<file path="src/rtl/pwm_wave_gen_pkg.sv">
// Shared types for the PWM wave generator: configuration FSM state encoding.
package pwm_wave_gen_pkg;

   typedef enum logic [2:0] {
      ST_IDLE,
      ST_CHECK,
      ST_DIV,
      ST_SCALE,
      ST_PEND
   } state_e;

endpackage

</file>
<file path="src/rtl/pwm_wave_gen_if.sv">
// Configuration port of the PWM generator: valid/ready request plus a reject strobe.
interface pwm_wave_gen_if #(
   parameter int WIDTH  = 32,
   parameter int DUTY_W = 8
);
   logic              cfg_valid;
   logic              cfg_ready;
   logic [WIDTH-1:0]  cfg_freq;
   logic [DUTY_W-1:0] cfg_duty;
   logic              cfg_err;

   modport master (output cfg_valid, cfg_freq, cfg_duty, input cfg_ready, cfg_err);
   modport slave  (input cfg_valid, cfg_freq, cfg_duty, output cfg_ready, cfg_err);
endinterface

</file>
<file path="src/rtl/pwm_wave_gen_udiv_seq.sv">
// Restoring unsigned divider, one quotient bit per cycle for WIDTH cycles.
// done_o marks the final step; quotient_o is valid from the following cycle.
module udiv_seq #(
   parameter int WIDTH = 32
) (
   input  logic             clk,
   input  logic             rst_n,
   input  logic             start_i,
   input  logic [WIDTH-1:0] dividend_i,
   input  logic [WIDTH-1:0] divisor_i,
   output logic             busy_o,
   output logic             done_o,
   output logic [WIDTH-1:0] quotient_o
);
   localparam int SW = (WIDTH > 1) ? $clog2(WIDTH) : 1;

   logic [WIDTH-1:0] rem_q, quo_q, div_q;
   logic [SW-1:0]    step_q;
   logic             busy_q;
   logic [WIDTH:0]   shifted, diff;

   // Quotient register doubles as the dividend shift register; diff[WIDTH] is the borrow.
   assign shifted = {rem_q, quo_q[WIDTH-1]};
   assign diff    = shifted - {1'b0, div_q};

   // NOTE: state registers use non-blocking assignments so every flop samples pre-edge values.
   always_ff @(posedge clk or negedge rst_n) begin
      if (!rst_n) begin
         rem_q  <= '0;
         quo_q  <= '0;
         div_q  <= '0;
         step_q <= '0;
         busy_q <= 1'b0;
      end else if (start_i) begin
         rem_q  <= '0;
         quo_q  <= dividend_i;
         div_q  <= divisor_i;
         step_q <= '0;
         busy_q <= 1'b1;
      end else if (busy_q) begin
         if (!diff[WIDTH]) begin
            rem_q <= diff[WIDTH-1:0];
            quo_q <= {quo_q[WIDTH-2:0], 1'b1};
         end else begin
            rem_q <= shifted[WIDTH-1:0];
            quo_q <= {quo_q[WIDTH-2:0], 1'b0};
         end
         step_q <= step_q + SW'(1);
         if (step_q == SW'(WIDTH - 1)) busy_q <= 1'b0;
      end
   end

   assign busy_o     = busy_q;
   assign done_o     = busy_q && (step_q == SW'(WIDTH - 1));
   assign quotient_o = quo_q;

endmodule

</file>
<file path="src/rtl/pwm_wave_gen.sv">
// PWM generator: validates a frequency/duty request, divides out the period and
// swaps the new settings in only at a period boundary so the output never glitches.
module pwm_wave_gen
   import pwm_wave_gen_pkg::*;
#(
   parameter int unsigned CLK_HZ = 50_000_000,
   parameter int          WIDTH  = 32,
   parameter int          DUTY_W = 8
) (
   input  logic          clk,
   input  logic          rst_n,
   input  logic          en,
   pwm_wave_gen_if.slave cfg,
   output logic          wave,
   output logic          period_start
);
   localparam logic [WIDTH-1:0] CLK_HZ_W = WIDTH'(CLK_HZ);
   localparam logic [WIDTH-1:0] FREQ_MAX = WIDTH'(CLK_HZ / 2);

   state_e              state_q, state_d;
   logic [WIDTH-1:0]    freq_q;
   logic [DUTY_W-1:0]   duty_q;
   logic [WIDTH-1:0]    pend_period_q, pend_high_q;
   logic [WIDTH-1:0]    period_act_q, high_act_q, cnt_q;
   logic                active_q, run_q, wave_q, pstart_q, err_q;

   logic                cfg_ok, cfg_ready_c, capture, div_start, err_set, commit;
   logic                div_busy, div_done;
   logic [WIDTH-1:0]    quotient, high_calc;
   logic [2*WIDTH-1:0]  product;
   logic [WIDTH-1:0]    period_nx, high_nx, cnt_d;
   logic                active_nx, run_nx, wave_d, pstart_d;

   assign cfg_ok = (freq_q != '0) && (freq_q <= FREQ_MAX);

   udiv_seq #(.WIDTH(WIDTH)) u_div (
      .clk        (clk),
      .rst_n      (rst_n),
      .start_i    (div_start),
      .dividend_i (CLK_HZ_W),
      .divisor_i  (freq_q),
      .busy_o     (div_busy),
      .done_o     (div_done),
      .quotient_o (quotient)
   );

   assign product   = {{WIDTH{1'b0}}, quotient} * {{(2*WIDTH-DUTY_W){1'b0}}, duty_q};
   assign high_calc = WIDTH'(product >> DUTY_W);

   always_ff @(posedge clk or negedge rst_n) begin
      if (!rst_n) state_q <= ST_IDLE;
      else        state_q <= state_d;
   end

   // NOTE: every always_comb output gets a default first so no path infers a latch.
   always_comb begin
      state_d = state_q;
      unique case (state_q)
         ST_IDLE:  if (cfg.cfg_valid && !div_busy) state_d = ST_CHECK;
         ST_CHECK: state_d = cfg_ok ? ST_DIV : ST_IDLE;
         ST_DIV:   if (div_done) state_d = ST_SCALE;
         ST_SCALE: state_d = ST_PEND;
         ST_PEND:  if (commit) state_d = ST_IDLE;
         default:  state_d = ST_IDLE;
      endcase
   end

   // A running period is only replaced on its last cycle, so it is never truncated.
   always_comb begin
      cfg_ready_c = 1'b0;
      capture     = 1'b0;
      div_start   = 1'b0;
      err_set     = 1'b0;
      commit      = 1'b0;
      unique case (state_q)
         ST_IDLE: begin
            cfg_ready_c = !div_busy;
            capture     = cfg.cfg_valid && !div_busy;
         end
         ST_CHECK: begin
            div_start = cfg_ok;
            err_set   = !cfg_ok;
         end
         ST_PEND:  commit = !active_q || !en || (cnt_q == period_act_q - WIDTH'(1));
         default:  ;
      endcase
   end

   // Outputs are registered images of the next counter value and the next active settings.
   always_comb begin
      period_nx = commit ? pend_period_q : period_act_q;
      high_nx   = commit ? pend_high_q   : high_act_q;
      active_nx = active_q || commit;
      run_nx    = active_nx && en;
      cnt_d     = '0;
      if (run_nx && run_q && !commit && (cnt_q != period_act_q - WIDTH'(1)))
         cnt_d = cnt_q + WIDTH'(1);
      wave_d    = run_nx && (cnt_d < high_nx);
      pstart_d  = run_nx && (cnt_d == '0);
   end

   always_ff @(posedge clk or negedge rst_n) begin
      if (!rst_n) begin
         freq_q        <= '0;
         duty_q        <= '0;
         pend_period_q <= '0;
         pend_high_q   <= '0;
         period_act_q  <= '0;
         high_act_q    <= '0;
         active_q      <= 1'b0;
         cnt_q         <= '0;
         run_q         <= 1'b0;
         wave_q        <= 1'b0;
         pstart_q      <= 1'b0;
         err_q         <= 1'b0;
      end else begin
         if (capture) begin
            freq_q <= cfg.cfg_freq;
            duty_q <= cfg.cfg_duty;
         end
         if (state_q == ST_SCALE) begin
            pend_period_q <= quotient;
            pend_high_q   <= high_calc;
         end
         period_act_q <= period_nx;
         high_act_q   <= high_nx;
         active_q     <= active_nx;
         cnt_q        <= cnt_d;
         run_q        <= run_nx;
         wave_q       <= wave_d;
         pstart_q     <= pstart_d;
         err_q        <= err_set;
      end
   end

   assign cfg.cfg_ready = cfg_ready_c;
   assign cfg.cfg_err   = err_q;
   assign wave          = wave_q;
   assign period_start  = pstart_q;

endmodule

</file>
<file path="src/flat_wrapper.sv">
// flat-port wrapper written by rule: the top's interface ports become plain ports
module pwm_wave_gen_flat import pwm_wave_gen_pkg::*;
#(
   parameter int unsigned CLK_HZ = 50_000_000,
   parameter int          WIDTH  = 32,
   parameter int          DUTY_W = 8
)
  (clk, rst_n, en, wave, period_start, cfg_cfg_valid, cfg_cfg_freq, cfg_cfg_duty, cfg_cfg_ready, cfg_cfg_err);
  pwm_wave_gen_if #(.WIDTH(WIDTH), .DUTY_W(DUTY_W)) cfg_i ();
  input  logic clk;
  input  logic rst_n;
  input  logic en;
  output logic wave;
  output logic period_start;
  input wire logic [$bits(cfg_i.cfg_valid)-1:0] cfg_cfg_valid;
  input wire logic [$bits(cfg_i.cfg_freq)-1:0] cfg_cfg_freq;
  input wire logic [$bits(cfg_i.cfg_duty)-1:0] cfg_cfg_duty;
  output wire logic [$bits(cfg_i.cfg_ready)-1:0] cfg_cfg_ready;
  output wire logic [$bits(cfg_i.cfg_err)-1:0] cfg_cfg_err;
  assign cfg_i.cfg_valid = cfg_cfg_valid;
  assign cfg_i.cfg_freq = cfg_cfg_freq;
  assign cfg_i.cfg_duty = cfg_cfg_duty;
  assign cfg_cfg_ready = cfg_i.cfg_ready;
  assign cfg_cfg_err = cfg_i.cfg_err;
  pwm_wave_gen #(.CLK_HZ(CLK_HZ), .WIDTH(WIDTH), .DUTY_W(DUTY_W)) u_core (.clk(clk), .rst_n(rst_n), .en(en), .cfg(cfg_i), .wave(wave), .period_start(period_start));
endmodule
</file>
<file path="config.mk">
export PLATFORM = sky130hd
export DESIGN_NAME = pwm_wave_gen_flat
export DESIGN_NICKNAME = d
export VERILOG_FILES = /design/src/rtl/pwm_wave_gen_pkg.sv /design/src/rtl/pwm_wave_gen_if.sv /design/src/rtl/pwm_wave_gen_udiv_seq.sv /design/src/rtl/pwm_wave_gen.sv /design/src/flat_wrapper.sv
export SDC_FILE = /design/constraint.sdc
export NUM_CORES = 1
export LEC_CHECK = 0
export BUFFER_PORTS_ARGS = -buffer_cell sky130_fd_sc_hd__buf_4
export CAP_MARGIN = 15
export CORE_MARGIN = 3
export CORE_UTILIZATION = 55
export CTS_CLUSTER_SIZE = 20
export DETAILED_ROUTE_END_ITERATION = 6
export PLACE_DENSITY = 0.75
export SYNTH_ARGS = -nofsm -noshare
export SYNTH_HDL_FRONTEND = slang
export SYNTH_SLANG_ARGS = --single-unit
</file>
<file path="constraint.sdc">
create_clock -name clk -period 5.4 [get_ports clk]
set_input_delay 1.35 -clock clk [delete_from_list [all_inputs] [get_ports clk]]
set_output_delay 1.35 -clock clk [all_outputs]
set_load 0.005 [all_outputs]
</file>
==> metrics.md, run 1 <==
| Metric | Value |
|---|---|
| Reg2Reg Setup Slack | `between 0.09 and 0.1 ns` |
| Area Overhead vs Synth | `13.0%` |
| Area of the die | `0.0457 mm²` |
| Switching share of power | `a little over two fifths` |
| GP Congestion | `0.963` |
| Max Clock Freq | `roughly 190 MHz` |
| PD cells | `roughly 580 mW/mm²` |
| Synth warnings | `0` |
| Row cnt | `75` |
| CP peak stage delay | `a little over 0.5 ns` |
| Vias | `between 15000 and 20000` |
| Minimum clock period | `5.31 ns` |
| FF-to-FF End | `u_core.wave$_DFF_PN0_` |
| H-tree depth | `2` |
| Leak pwr | `13.2 nW` |
| # nets final | `2915` |
| Critical path's top delay family | `simple AND/OR/NAND/NOR gates` |
| Synth Flop Type | `dfrtp_1` |
| Clock-pin slew on the worst setup and hold paths | `about 0.060 ns` |
| CTS max path bufs | `3` |
| Post-Synthesis Cell Area | `roughly 0.024 mm²` |
| Ports | `48` |
| Synth top area share | `32.7%` |
| Dpl hpwl | `between 40 and 50 mm` |
| Total global-route track usage | `~26%` |
| Largest net degree at the start of global routing | `between 100 and 150` |
| Area after DPL | `between 0.02 and 0.03 mm²` |
| VDD IR-drop max | `slightly above 0.4 mV` |
| Worst Reg-to-Reg Cells | `23` |
| Status | `finished, final reports clean` |
| Final Setup Violations | `0` |
| Combinational Power Share | `about three fifths` |
| Vias per cell | `just under 6` |
| Initial core utilization | `a little under three fifths` |
| Total clock sinks | `310` |
| Setup TNS | `0 ns` |
| Top cell type by total area after synthesis | `dfrtp_1` |
| Most used cell along the critical path | `buf_4` |
| Max-slew headroom | `a little under a third` |
| Most common cell after layout, fill and taps aside | `nand2_1` |
| Int Pwr | `a little under 9 mW` |
| Final Slew Violations | `0` |
| EDFF count, synth | `0` |
| Seq pwr share | `23.7%` |
| Antenna cell count | `0` |
| Drc violations | `0` |
| Max cap viols | `0` |
| Syn Inst Count | `roughly 2500` |
| Seq cells post-synth | `310` |
| Fin. Hold Viols | `0` |
| Worst hold start | `u_core.pend_high_q[27]$_DFFE_PN0P_` |
| CP startpoint kind | `flip-flop` |
| Seq/Total Area, Yosys | `roughly a third` |
| Avg WL per Cell | `18.4 µm` |
| Final Cell Area | `between 0.02 and 0.03 mm²` |
| TritonCTS clock tree | `done` |
| Synth async-reset ratio | `100%` |
| Final WS setup | `0.0909 ns` |
| Net Count, Synth | `~2800` |
| Crit share post-route | `a little under 100%` |
| Clk_lat worst skew | `0.56 ns` |
| Worst-path fanout max | `8` |
| Die height | `214 µm` |
| Grt ovf | `0` |
| WP data arrival | `about 5.7 ns` |
| Inserted Clock Buffers | `36` |
| IO buf count | `47` |
| Hold path cells | `2` |
| Critical Path End Type | `flip-flop` |
| Post-place setup slack | `-0.427 ns` |
| WHS Endpoint | `u_core.pend_high_q[27]$_DFFE_PN0P_` |
| Post-CTS Hold Buffers | `0` |
| Worst r2r src | `u_core.period_act_q[0]$_DFFE_PN0N_` |
| Critical path class | `reg -> reg` |
| Synth unique cells | `78` |
| Top cells by area, synth | `dfrtp_1, fa_1, ha_1, nand2_1, mux2_2` |
| Antenna viol nets, final | `0` |
| CTS Root Buffer Type | `clkbuf_16` |
| Power share of the clock group | `between 10% and 20%` |
| Data required time of the worst path | `between 5 and 6 ns` |
| Share of layout cells above drive strength 1 | `between 10% and 20%` |
| Switching power total | `6.85 mW` |
| Crit. Startpoint | `u_core.period_act_q[0]$_DFFE_PN0N_` |
| WL final | `slightly below 60 mm` |
| Number of global-route vias before repair | `roughly 19000` |
| Core Region | `around 0.042 mm²` |
| Final core utilization | `a little under two thirds` |
| CP Cell Sequence | `inv_1 -> ha_1 -> or3b_2 -> nor4_2 -> buf_4 -> o21ai_0 -> a311o_1 -> and4_1 -> nand4_1 -> nand2_4 -> buf_4 -> buf_4 -> mux2i_1 -> buf_4 -> ha_1 -> nand4_1 -> nor4_4 -> buf_4 -> nand2_1 -> a21oi_2 -> and4_4 -> nor2b_1 -> a211oi_2` |
| HP Class | `reg -> reg` |
| Worst-Margin Slew | `approximately 1 ns` |
| Die width | `214 µm` |
| Syn_area_per_cell | `~9.6 µm²` |
| Drt pass-1 iters | `6` |
| Global-route wire length before repair | `95.0 mm` |
| Worst Clk Skew | `~0.022 ns` |
| Initial antenna violation count | `0` |
| Commonest non-fill, non-tap cells in the layout | `nand2_1, dfrtp_1, inv_1` |
| WP buf/inv | `6` |
| Initial drt markers | `approximately 1400` |
| Slowest stage cell, crit path | `or3b_2` |
-- stage by stage --
step                      cells  power [mW]  hold WS [ns]
after floorplan            2483        9.81         0.444
after global placement     3097        12.3         0.470
after detailed placement   3097        12.7         0.476
after CTS                  3160        15.4         0.486
after global routing       3169        17.0         0.507
final                      3169        15.6         0.484
-- repair_timing --
item                       in CTS  in global routing
gates cloned                    0                  1
buffers inserted                0                  8
pin swaps                       0                  7
setup endpoints to repair       9                  9
gates resized for setup        14                 23
-- area by class of cell --
type | instances | area, µm²
clock buffers | 46 | 1000
multi-input cells | 1779 | 14600
flip-flops and latches | 310 | 7770
inverters | 251 | 942
repair buffers | 189 | 1540
fillers | 3391 | 15500
well taps | 577 | 722
clock inverters | 17 | 250
-- cell families after synthesis --
group / share of synthesized area, %
xor gates and xnor gates: 4.76
buffers and inverters: 6.55
and+or+nand+nor: 16.8
DFF: 32.7
adders and majority gates: 21.7
muxes: 7.83
AOI/OAI and AO/OA: 9.67
-- how the worst max path moves through the flow --
stage,end,slack [ns],depth (start not counted)
after detailed placement,u_core.pend_high_q[31]$_DFFE_PN0P_,-0.43,18
after global routing,u_core.wave$_DFF_PN0_,-0.03,23
after global placement,u_core.pend_high_q[29]$_DFFE_PN0P_,-0.38,19
final,u_core.wave$_DFF_PN0_,0.09,23
after CTS,u_core.wave$_DFF_PN0_,0.008,22
after floorplan,u_core.pend_high_q[30]$_DFFE_PN0P_,0.46,17
-- worst min-delay path, cell delays in order, from the launching register on --
cell     delay [ns]
dfrtp_1        0.34
nand2_1        0.05
o21ai_0        0.06
-- synthesized netlist by cell type, types with 67 or more instances --
master and instances:
clkbuf_1 116, mux2_2 103, ha_1 124, mux2i_1 70, and2_1 114, inv_1 240
xnor2_1 79, fa_1 180, dfrtp_1 310, nor2_1 120, a21oi_1 67, o21ai_0 119
nand2_1 324
-- power groups by stage --
| stage | clock network [mW] | logic, mW | registers, mW |
|---|---|---|---|
| 4_1_cts | 2.63 | 9.05 | 3.68 |
| 3_5_place_dp | 0 | 8.98 | 3.70 |
| 2_1_floorplan | 0 | 6.57 | 3.24 |
| 5_1_grt | 2.73 | 10.5 | 3.78 |
| 6_report | 2.58 | 9.30 | 3.70 |
| 3_3_place_gp | 0 | 8.61 | 3.67 |
-- state kept, by name (all words and copies together), names as in the netlist, 3 cells and up --
register and cells:
u_core.cnt_q 32, u_core.freq_q 32, u_core.high_act_q 32, u_core.pend_high_q 32, u_core.pend_period_q 32, u_core.period_act_q 32, u_core.u_div.div_q 32, u_core.u_div.quotient_o 32
u_core.u_div.rem_q 32, u_core.duty_q 8, u_core.u_div.step_q 5, u_core.state_q 3
-- per-layer routing --
| layer | global-route usage [%] | up-vias | part of all wire (%) |
|---|---|---|---|
| met2 | 42.2 | 605 | 47 |
| li1 | - | 8474 | - |
| met3 | 4.16 | 125 | 5.9 |
| met4 | 8.00 | 0 | 3.2 |
| met1 | 35.9 | 9077 | 44 |
| met5 | 0 | - | 0 |
No activity file was read; power rests on OpenSTA's default activity.
==> run 2, diff against run 1 <==
- SETUP_SLACK_MARGIN: not set -> 0.4
- SKIP_LAST_GASP: not set -> 1
==> run 2 against run 1 <==
Effect of this change:
- sequential cell count unchanged
- critical endpoint is now u_core.pend_high_q[30]$_DFFE_PN0P_
- first-iteration DRC count up 3.8%
- largest cell class unchanged
- critical path depth down 5
- worst setup slack better by 0.15 ns
- routed wire length up 3.6%
- hold slack better by 0.0036 ns
- via count up 1.9%
- combinational power up 12%
==> metrics.md, run 2 (synthesis gave the netlist of run 1 again) <==
| Metric | Value |
|---|---|
| Status | `finished, final reports clean` |
| Row cnt | `between 70 and 80` |
| CP peak stage delay | `~0.54 ns` |
| Worst-Margin Slew | `1.04 ns` |
| Antenna cell count | `0` |
| Critical Path End Type | `flip-flop` |
| Area of the die | `roughly 0.046 mm²` |
| CP startpoint kind | `flip-flop` |
| Clock-pin slew on the worst setup and hold paths | `approximately 0.060 ns` |
| Drc violations | `0` |
| WP data arrival | `between 5 and 6 ns` |
| Leak pwr | `13.5 nW` |
| GP Congestion | `between 0.9 and 1` |
| IO buf count | `47` |
| Grt ovf | `0` |
| Initial drt markers | `around 1500` |
| WL final | `60.3 mm` |
| # nets final | `just under 3000` |
| Total global-route track usage | `26.8%` |
| Dpl hpwl | `roughly 44 mm` |
| Largest net degree at the start of global routing | `between 100 and 150` |
| Total clock sinks | `310` |
| Max cap viols | `0` |
| CTS Root Buffer Type | `clkbuf_16` |
| Avg WL per Cell | `18.8 µm` |
| CTS max path bufs | `3` |
| Finished Layout Cells | `about 3200` |
| Critical path class | `reg -> reg` |
| Vias | `~19000` |
| Core Region | `0.0423 mm²` |
| Final Setup Violations | `0` |
| Die width | `about 210 µm` |
| Max-slew headroom | `between 30% and 40%` |
| Final Slew Violations | `0` |
| Commonest non-fill, non-tap cells in the layout | `nand2_1, dfrtp_1, inv_1` |
| Share of layout cells above drive strength 1 | `approximately a fifth` |
| Dpl cells | `3097` |
| Filler cells | `~3200` |
| Die height | `~210 µm` |
| Clk_lat worst skew | `~0.56 ns` |
| Minimum clock period | `5.16 ns` |
| Hold slack | `~0.49 ns` |
| CP Cell Sequence | `buf_6 -> buf_6 -> and2_1 -> fa_1 -> fa_1 -> fa_1 -> fa_1 -> ha_1 -> and3_4 -> and3_1 -> a22oi_1 -> o211ai_1 -> o21ai_1 -> buf_4 -> a21oi_4 -> o21a_1 -> o21a_1 -> o31ai_1` |
| Max Clock Freq | `194 MHz` |
| Initial antenna violation count | `1` |
| HP Class | `reg -> reg` |
| Most common cell after layout, fill and taps aside | `nand2_1` |
| Global-route wire length before repair | `98.0 mm` |
| Initial core utilization | `between 50 and 60%` |
| Post-CTS Hold Buffers | `0` |
| Ports | `between 40 and 50` |
| Worst Clk Skew | `~0.022 ns` |
| Final Cell Area | `approximately 0.028 mm²` |
| RSZ-0062 raised after global routing | `true` |
| H-tree depth | `2` |
| Power Total | `approximately 17 mW` |
| Fin. Hold Viols | `0` |
| TritonCTS clock tree | `done` |
| Worst-path fanout max | `14` |
| Most used cell along the critical path | `fa_1` |
| Vias per cell | `5.81` |
| Crit share post-route | `between 90% and 100%` |
| Drt pass-1 iters | `6` |
| Final core utilization | `roughly two thirds` |
| Slowest stage cell, crit path | `fa_1` |
| PD cells | `between 500 and 600 mW/mm²` |
| Antenna viol nets, final | `0` |
| Area Overhead vs Synth | `17.4%` |
| VDD IR-drop max | `around 0.42 mV` |
| Area after DPL | `~0.025 mm²` |
| Data required time of the worst path | `between 5 and 6 ns` |
| Inserted Clock Buffers | `36` |
| Number of global-route vias before repair | `about 19000` |
run 2: changes by cell type in the layout (fill, tap and decap cells not counted), moves of 11 or more:
cell,previous run,this run
a21oi_1,64,49
buf_6,1,12
ha_1,123,107
a21oi_2,2,15
ha_4,1,17
mux2i_1,69,58
buf_4,179,195
dfrtp_1,303,291
dfrtp_2,6,18
run 2: what timing repair did:
item	CTS	global route
setup buffers	30	14
pin swaps	89	73
gates resized for setup	130	56
gates cloned	2	0
hold endpoints to repair	0	0
setup endpoints to repair	20	21
run 2: path summary, 6_finish.rpt:
kind,from,endpoint,slack [ns],cells past startpoint
max in group asynchronous,rst_n,u_core.duty_q[6]$_DFFE_PN0P_,3.55,2
min in group asynchronous,rst_n,u_core.period_act_q[30]$_DFFE_PN0N_,0.80,1
hold / removal,u_core.pend_high_q[7]$_DFFE_PN0P_,u_core.pend_high_q[7]$_DFFE_PN0P_,0.49,2
hold reg to reg,u_core.pend_high_q[7]$_DFFE_PN0P_,u_core.pend_high_q[7]$_DFFE_PN0P_,0.49,2
setup reg to reg,u_core.duty_q[2]$_DFFE_PN0P_,u_core.pend_high_q[30]$_DFFE_PN0P_,0.24,18
setup / recovery,u_core.duty_q[2]$_DFFE_PN0P_,u_core.pend_high_q[30]$_DFFE_PN0P_,0.24,18
run 2: where the power goes:
group          internal (mW)  switching, mW
Combinational           4.81           5.56
Sequential              2.93          0.775
Clock                   1.60          0.982
Total                   9.34           7.32
run 2: layout make-up:
| class | count | area [µm²] | area share [%] |
|---|---|---|---|
| multi-input cells | 1779 | 15300 | 54.7 |
| repair buffers | 226 | 1940 | 6.96 |
| well taps | 577 | 722 | 2.59 |
| inverters | 251 | 942 | 3.38 |
| clock buffers | 46 | 1000 | 3.58 |
| flip-flops and latches | 310 | 7780 | 27.9 |
| clock inverters | 17 | 250 | 0.897 |
run 2: critical path, delay by kind of cell, from the launching register on:
| family | cells | cell delay [ns] |
|---|---|---|
| AO/OA/AOI/OAI | 7 | 1.25 |
| flip-flops | 1 | 0.49 |
| adder cells (fa/ha/maj) | 5 | 2.34 |
| AND/OR/NAND/NOR | 3 | 0.53 |
| buffers and inverters | 3 | 0.43 |
run 2: metrics by stage:
stage,setup WS [ns],setup TNS [ns]
6_report,0.242,0
2_1_floorplan,0.461,0
3_5_place_dp,-0.427,-2.26
4_1_cts,0.349,0
3_3_place_gp,-0.380,-1.82
5_1_grt,0.135,0
run 2: layer usage:
layer / vias up / track usage (%) / share of wire, %
met5: - / 0 / 0.022
met1: 9205 / 36.5 / 42
li1: 8547 / - / -
met4: 2 / 9.48 / 3.7
met2: 722 / 43.9 / 47
met3: 160 / 4.11 / 6.7
